<file path="src/rtl/regfile_wb_arbiter.sv">
// regfile_wb_arbiter: shares the register file write port between three writeback requesters
//
// Fixed-priority arbitration (index 0 = load, 1 = ALU, 2 = mul/div) with an aging
// override: a requester refused MAX_WAIT times in a row is forced to win.
//
// Ports:
//   CLK        clock, all state updates on the rising edge
//   RST        synchronous active-high reset
//   FREEZE     blocks all grants, wait counters hold
//   REQ_VALID  [2:0]  per-requester write pending
//   REQ_READY  [2:0]  per-requester accept (combinational, one-hot or zero)
//   REQ_ADDR   [14:0] requester i destination register at [5i+4:5i]
//   REQ_DATA   [95:0] requester i write data at [32i+31:32i]
//   W_Addr     [4:0]  registered write address
//   W_Data     [31:0] registered write data
//   WE                registered write enable (suppressed for $0)
//   STARVED    [2:0]  wait counter i has reached MAX_WAIT
module regfile_wb_arbiter #(
    parameter int MAX_WAIT = 4
) (
    input  logic        CLK,
    input  logic        RST,
    input  logic        FREEZE,
    input  logic [2:0]  REQ_VALID,
    output logic [2:0]  REQ_READY,
    input  logic [14:0] REQ_ADDR,
    input  logic [95:0] REQ_DATA,
    output logic [4:0]  W_Addr,
    output logic [31:0] W_Data,
    output logic        WE,
    output logic [2:0]  STARVED
);
    logic [3:0]  cnt [3];
    logic [2:0]  pick;
    logic [1:0]  g_idx;
    logic [4:0]  g_addr;
    logic [31:0] g_data;
    logic        we_q;

    always_comb begin
        for (int i = 0; i < 3; i++) STARVED[i] = cnt[i] == 4'(MAX_WAIT);
        // Starved valid requesters take over the candidate set; lowest set bit wins.
        pick = |(STARVED & REQ_VALID) ? STARVED & REQ_VALID : REQ_VALID;
        REQ_READY = (RST || FREEZE) ? 3'b000 : pick & (~pick + 3'd1);
        g_idx = REQ_READY[0] ? 2'd0 : REQ_READY[1] ? 2'd1 : 2'd2;
        g_addr = REQ_ADDR[5*g_idx +: 5];
        g_data = REQ_DATA[32*g_idx +: 32];
    end

    always_ff @(posedge CLK) begin
        for (int i = 0; i < 3; i++) begin
            if (RST)
                cnt[i] <= 4'd0;
            else if (!FREEZE)
                cnt[i] <= (!REQ_VALID[i] || REQ_READY[i]) ? 4'd0 : STARVED[i] ? cnt[i] : cnt[i] + 4'd1;
        end
    end

    always_ff @(posedge CLK) begin
        if (RST) begin
            W_Addr <= 5'd0;
            W_Data <= 32'd0;
            we_q   <= 1'b0;
        end else if (|REQ_READY) begin
            W_Addr <= g_addr;
            W_Data <= g_data;
            we_q   <= g_addr != 5'd0;
        end else begin
            we_q   <= 1'b0;
        end
    end

    // A write still held in the output stage is discarded as soon as reset is seen,
    // so it never reaches the register file.
    assign WE = we_q && !RST;
endmodule

</file>
<file path="config.mk">
export PLATFORM = sky130hd
export DESIGN_NAME = regfile_wb_arbiter
export DESIGN_NICKNAME = d
export VERILOG_FILES = /design/src/rtl/regfile_wb_arbiter.sv
export SDC_FILE = /design/constraint.sdc
export NUM_CORES = 1
export LEC_CHECK = 0
export BUFFER_PORTS_ARGS = -buffer_cell sky130_fd_sc_hd__buf_2
export CAP_MARGIN = 20
export CORE_MARGIN = 1.5
export CORE_UTILIZATION = 40
export DETAILED_ROUTE_END_ITERATION = 7
export PLACE_DENSITY = 0.76
export SLEW_MARGIN = 15
export SYNTH_ARGS = -nofsm -noshare
export SYNTH_HDL_FRONTEND = slang
export SYNTH_SLANG_ARGS = --single-unit
</file>
<file path="constraint.sdc">
create_clock -name CLK -period 1.9 [get_ports CLK]
set_input_delay 0.38 -clock CLK [delete_from_list [all_inputs] [get_ports CLK]]
set_output_delay 0.38 -clock CLK [all_outputs]
set_load 0.05 [all_outputs]
</file>
Word-level counts from Yosys, hierarchy flattened
Memories as Yosys holds them, arrays and structs flattened.
Index checks and enable logic that the tools add are counted.

word-level totals
  RAM bits = 12
  memories kept = 1
  output and inout bits = 44
  register bits = 38

cells by class
  add/subtract/negate cells = 4
  mux-type cells = 18
  bitwise logic cells = 7
  reduce and logical (&&, ||, !) cells = 13
  equality and inequality tests = 3
  shifts and indexed selects = 2
  multiply operators = 1

memory list
  name  words  width  read ports  clocked after memory_dff  wr ports  RTL line  text
  cnt   3      4      3           0                         3         33        logic [3:0] cnt [3];

operators with widths
  operator                                             number
  variable part select 96 x 8 -> 32 bit                1
  two-way mux 4 bit                                    9
  variable part select 15 x 6 -> 5 bit                 1
  adder 4 x 1 -> 4 bit, second input constant          3
  equality test 4 x 3 -> 1 bit, second input constant  3
  bitwise AND 3 bit                                    2
  two-way mux 3 bit                                    2
  OR reduction 3 bit                                   2
  multiplier 3 x 2 -> 5 bit, first input constant      1
  two-way mux 1 bit                                    5
  nonzero test 5 bit                                   1
  zero test 1 bit                                      4
  logical OR 1 bit                                     4
  two-way mux 2 bit                                    2
  adder 3 x 1 -> 3 bit, second input constant          1
  NOT 3 bit                                            1
  bitwise OR 1 bit                                     3
  OR reduction 2 bit                                   1
  logical AND 1 bit                                    1
  NOT 1 bit                                            1

Logic depth before layout (Yosys ltp)
  depth in word-level cells = 13
  depth in mapped cells = 12
  gate-level depth less buffers = 9

Worst setup path after synthesis
Ideal clock, no wire load.

  kind = register to register
  start point = mem cnt[0][0]
  end point = reg we_q
  cell stages (with the launch flop) = 11
  setup time = 0.132 ns
  data required time = 1.768 ns
  period minus slack after synthesis = 2.530 ns
  buffers on the path = 1
  setup slack = -0.630 ns
  arrival = 2.398 ns
  cell sequence = edfxtp_1 > inv_1 > ha_1 > and3b_1 > a21oi_1 > or2_2 > buf_2 > clkinv_1 > a22o_1 > a31oi_1 > a31oi_1

RTL lines
  element               RTL line  text
  from (decl)           33
  to (signal assigned)  63        we_q <= 1'b0;
  to (signal assigned)  67        we_q <= g_addr != 5'd0;
  to (signal assigned)  69        we_q <= 1'b0;
  to (decl)             38        logic we_q;

==> flow_results.org <==
** Logic synthesis
- Syn nets :: 456
- Counting flops and latches in the post-synthesis netlist gives 50.
- Top cells by area, synth :: sky130_fd_sc_hd__dfxtp_1 (26%), sky130_fd_sc_hd__edfxtp_1 (13%), sky130_fd_sc_hd__mux2i_1 (12%)
- Post-synthesis instance area :: 2870 µm²
- Yosys cell types :: 35
- Summed over all instances, the cell type with the most area after synthesis is sky130_fd_sc_hd__dfxtp_1.
- Yosys printed 0 warnings.
- The share of the Yosys chip area taken by registers is 39.0%.
- Synthesis produced a netlist whose cell count is 333.
- Synthesized area divided by synthesized cell count :: 8.62 µm²
- After synthesis, the largest area contributor takes up 26.5% of total cell area.

** STA
- Derived from the worst setup path, the maximum achievable clock frequency is 404 MHz.
- For the pin with the worst max-slew slack, the measured transition is 441 ps.
- Between clock sinks in the finished design, the worst skew comes to 6.80 ps.
- Max Slew Vio Count :: 0
- The worst path in the final design needs a cycle of 2480 ps, including I/O delays and setup.
- Headroom to the max-slew limit came out at 70.6%.
- Fraction of the cycle the final worst path needs :: 130%
- Number of setup violations in the final report :: 57
- Final WS setup :: -576 ps
- Hold Vio Cnt, Final :: 0
- Unrepaired setup endpoints after global routing :: true

** Setup path
- R2R Path Start :: cnt[2][1]
- Slack of the worst reg-to-reg path :: -580 ps
- The endpoint identified for the worst register-to-register timing path is W_Data[19].
- STA classifies the critical path endpoint as a flop.
- In this run the worst setup path begins at cnt[2][1].
- For the worst setup path, the data arrival time is 2710 ps.
- Counting cells, the worst reg-to-reg path comes to 11.
- The worst setup path is launched from a flop.
- Largest fanout of any net on the critical path :: 7
- The setup path with the least slack is of type flop to flop.
- Critical Path RT :: 2140 ps

** CTS
- TritonCTS clock tree :: done
- Clock-pin slew was measured on the worst setup and hold paths at 90 ps.
- CTS Root Cell :: sky130_fd_sc_hd__clkbuf_8
- The H-tree was split into 2 levels.
- Clock tree sinks :: 50
- Worst-Skew Late Latency :: 300 ps
- The clock passes through at most 2 buffers.
- The number of clock buffers added by TritonCTS is 5.
- In this run, post-CTS hold repair placed 0 buffers.

** Global routing
- Via count of the first global-routing pass :: 3081
- Global routing used 23.1% of the available tracks across all layers.
- Wire length of the first global-routing pass :: 13900 µm
- Entering global routing, the biggest net connects 40 pins.
- Residual overflow from global routing :: 0
- Initial antenna violation count :: 0

** Floorplanning
- The die is 87.7 µm tall.
- The die covers 7700 µm².
- Chip Width :: 87.7 µm
- For this configuration, the core starts out at a cell density of 41.8%.
- Num ports :: 161
- The floorplan has 30 rows.
- Core Footprint :: 6870 µm²

** Detailed routing
- The first routing iteration left 165 violations.
- Residual DRC :: 0
- After detailed routing, the average wire length per cell comes to 15.0 µm.
- For this block, the routed nets add up to 9630 µm of wire.
- In this run the remaining antenna-violating nets after routing total 0.
- Routed via count :: 3301
- Detailed Routing Iterations Pass 1 :: 4
- Vias/cell :: 5.13

** Layout
- The repair_antennas step left the layout with diodes totalling 0.
- At the end of the flow, the number of nets in the layout was 669.
- Summing all flip-flop and latch instances after layout gives 1120 µm².
- Filler cell count in the final layout :: 532
- Final instance count without filler cells :: 643
- Ratio of cells with drive above 1 in the final layout :: 50.5%
- The multi-input combinational cells in the finished layout cover a total of 1750 µm².
- Relative to the synthesized area, the layout overhead comes to 65.2%.

** Run status
- The run finished, with violations left.
- The checks that failed: negative setup slack.

** Power and ir drop
- For this design the static power due to leakage is 0.00250 µW.
- For this design the ratio of total power to cell area is 605 nW/µm².
- IR Drop Worst-Case VDD :: 0.331 mV

** Placement
- GPL Wtd Cong :: 0.802
- Placed Instances :: 606
- Timing analysis after detailed placement gives a worst setup slack of -278 ps.
- In this run the tool buffered the top-level ports with 160 buffer cells.
- The HPWL after detailed placement is 6320 µm.

** Min path
- Class of the tightest hold or removal check :: input port to flop
- The worst hold path passes through 3 cells.
- End point of the most critical hold path :: we_q
- Start point of the worst hold path :: REQ_ADDR[14]

** Flow run
- Across the run, the number of max-cap violations was 0.
[what timing repair did]
item,4_1_cts,5_1_grt
buffers inserted,22,10
gates cloned,3,0
gates resized for setup,54,35
endpoints found under the setup margin,55,63
pin swaps,23,20
[kinds of logic (layout without fill, tap and decap cells)]
group	Yosys count	in the layout	share of synthesized area (%)
adders and majority gates	6	6	2.61
and+or+nand+nor	130	130	21.1
buffers and inverters	38	252	6.10
AOI/OAI and AO/OA	70	70	17.8
DFF	50	50	39.0
xor gates and xnor gates	6	6	1.83
muxes	33	33	11.5
[area by class of cell]
cell class              count  area share, %
inverters                  13           1.40
clock inverters             1          0.105
clock buffers               7           1.82
multi-input cells         245           36.9
flip-flops and latches     50           23.6
repair buffers            231           33.6
well taps                  96           2.53
[worst max path at each step]
stage,endpoint,slack (ps),cells after the start
6_report,W_Data[19],-580,11
5_1_grt,W_Data[26],-640,11
4_1_cts,REQ_READY[0],-270,8
3_5_place_dp,W_Data[30],-280,8
3_3_place_gp,we_q,-220,8
2_1_floorplan,W_Addr[0],-360,11
[cells in the final DEF, fill, tap and decap left out, drive strengths merged]
cell type / instances
a31oi: 3
a211oi: 2
a211o: 32
or4: 1
dfxtp: 38
clkbuf: 7
clkinv: 2
mux2i: 33
edfxtp: 12
nand3b: 15
a22o: 2
a311o: 3
nand4b: 2
and2: 2
nor2b: 2
a21oi: 24
or2: 1
inv: 12
or3b: 1
xnor2: 3
o21ai: 3
and3: 1
nand3: 7
buf: 231
nor3: 3
nor2: 50
xor2: 3
and3b: 2
nand2: 42
ha: 6
a311oi: 1
nand4: 1
[registers in the layout (all words and copies together), names as in the netlist]
| register | flops |
|---|---|
| cnt | 12 |
| W_Data | 32 |
| we_q | 1 |
| W_Addr | 5 |
[where the power goes]
group	internal [µW]	leakage, µW	total [µW]	switching [µW]
clock network	295	0.0000482	640	345
registers	1170	0.000445	1220	45.0
logic	426	0.00201	1010	588
total	1890	0.00250	2870	978
[cell usage after synthesis]
cell,number
sky130_fd_sc_hd__a211oi_1,2
sky130_fd_sc_hd__nand3b_1,15
sky130_fd_sc_hd__nor2_1,50
sky130_fd_sc_hd__clkinv_1,1
sky130_fd_sc_hd__xor2_1,3
sky130_fd_sc_hd__buf_4,3
sky130_fd_sc_hd__o21ai_0,3
sky130_fd_sc_hd__edfxtp_1,12
sky130_fd_sc_hd__a31oi_1,3
sky130_fd_sc_hd__nand3_1,7
sky130_fd_sc_hd__nor2b_1,2
sky130_fd_sc_hd__ha_1,6
sky130_fd_sc_hd__or4_1,1
sky130_fd_sc_hd__mux2i_1,33
sky130_fd_sc_hd__inv_1,12
sky130_fd_sc_hd__and3b_1,2
sky130_fd_sc_hd__a311o_1,3
sky130_fd_sc_hd__clkbuf_1,12
sky130_fd_sc_hd__a22o_1,2
sky130_fd_sc_hd__nand2_1,42
sky130_fd_sc_hd__a311oi_2,1
sky130_fd_sc_hd__or3b_4,1
sky130_fd_sc_hd__dfxtp_1,38
sky130_fd_sc_hd__a211o_1,32
sky130_fd_sc_hd__a21oi_1,24
sky130_fd_sc_hd__xnor2_1,3
sky130_fd_sc_hd__buf_6,2
sky130_fd_sc_hd__buf_1,3
sky130_fd_sc_hd__or2_2,1
sky130_fd_sc_hd__nand4_1,1
sky130_fd_sc_hd__nand4b_1,2
sky130_fd_sc_hd__buf_2,5
sky130_fd_sc_hd__nor3_1,3
sky130_fd_sc_hd__and3_1,1
sky130_fd_sc_hd__and2_1,2
[through the flow]
step / instance area (µm²) / utilization, % / hold WS [ps] / TNS, ps / power, µW
after floorplan: 2930 / - / 570 / -16190 / 1780
after global placement: 4060 / 59.1 / 440 / -8790 / 2070
after detailed placement: 4060 / 59.1 / 443 / -10600 / 2090
after CTS: 4580 / 66.6 / 430 / -9910 / 2840
after global routing: 4740 / 69.1 / 433 / -26840 / 3000
final: 4740 / 69.1 / 429 / -22920 / 2870
[layer usage]
metal	vias up	track usage [%]	wire length (µm)
met2	130	40.9	4910
met5	-	0	0
met3	24	5.47	567
met1	1550	26.9	3940
met4	0	8.66	211
li1	1597	-	-
[critical path, cell delays in order, from the launching register on]
cell	delay (ps)
sky130_fd_sc_hd__edfxtp_1	420
sky130_fd_sc_hd__inv_1	90
sky130_fd_sc_hd__ha_2	170
sky130_fd_sc_hd__nand4b_1	220
sky130_fd_sc_hd__o21ai_1	280
sky130_fd_sc_hd__nand4_1	210
sky130_fd_sc_hd__buf_4	200
sky130_fd_sc_hd__and3_4	210
sky130_fd_sc_hd__buf_12	150
sky130_fd_sc_hd__buf_16	130
sky130_fd_sc_hd__a211o_1	230
sky130_fd_sc_hd__a21oi_2	100
No activity file was read; power rests on OpenSTA's default activity.
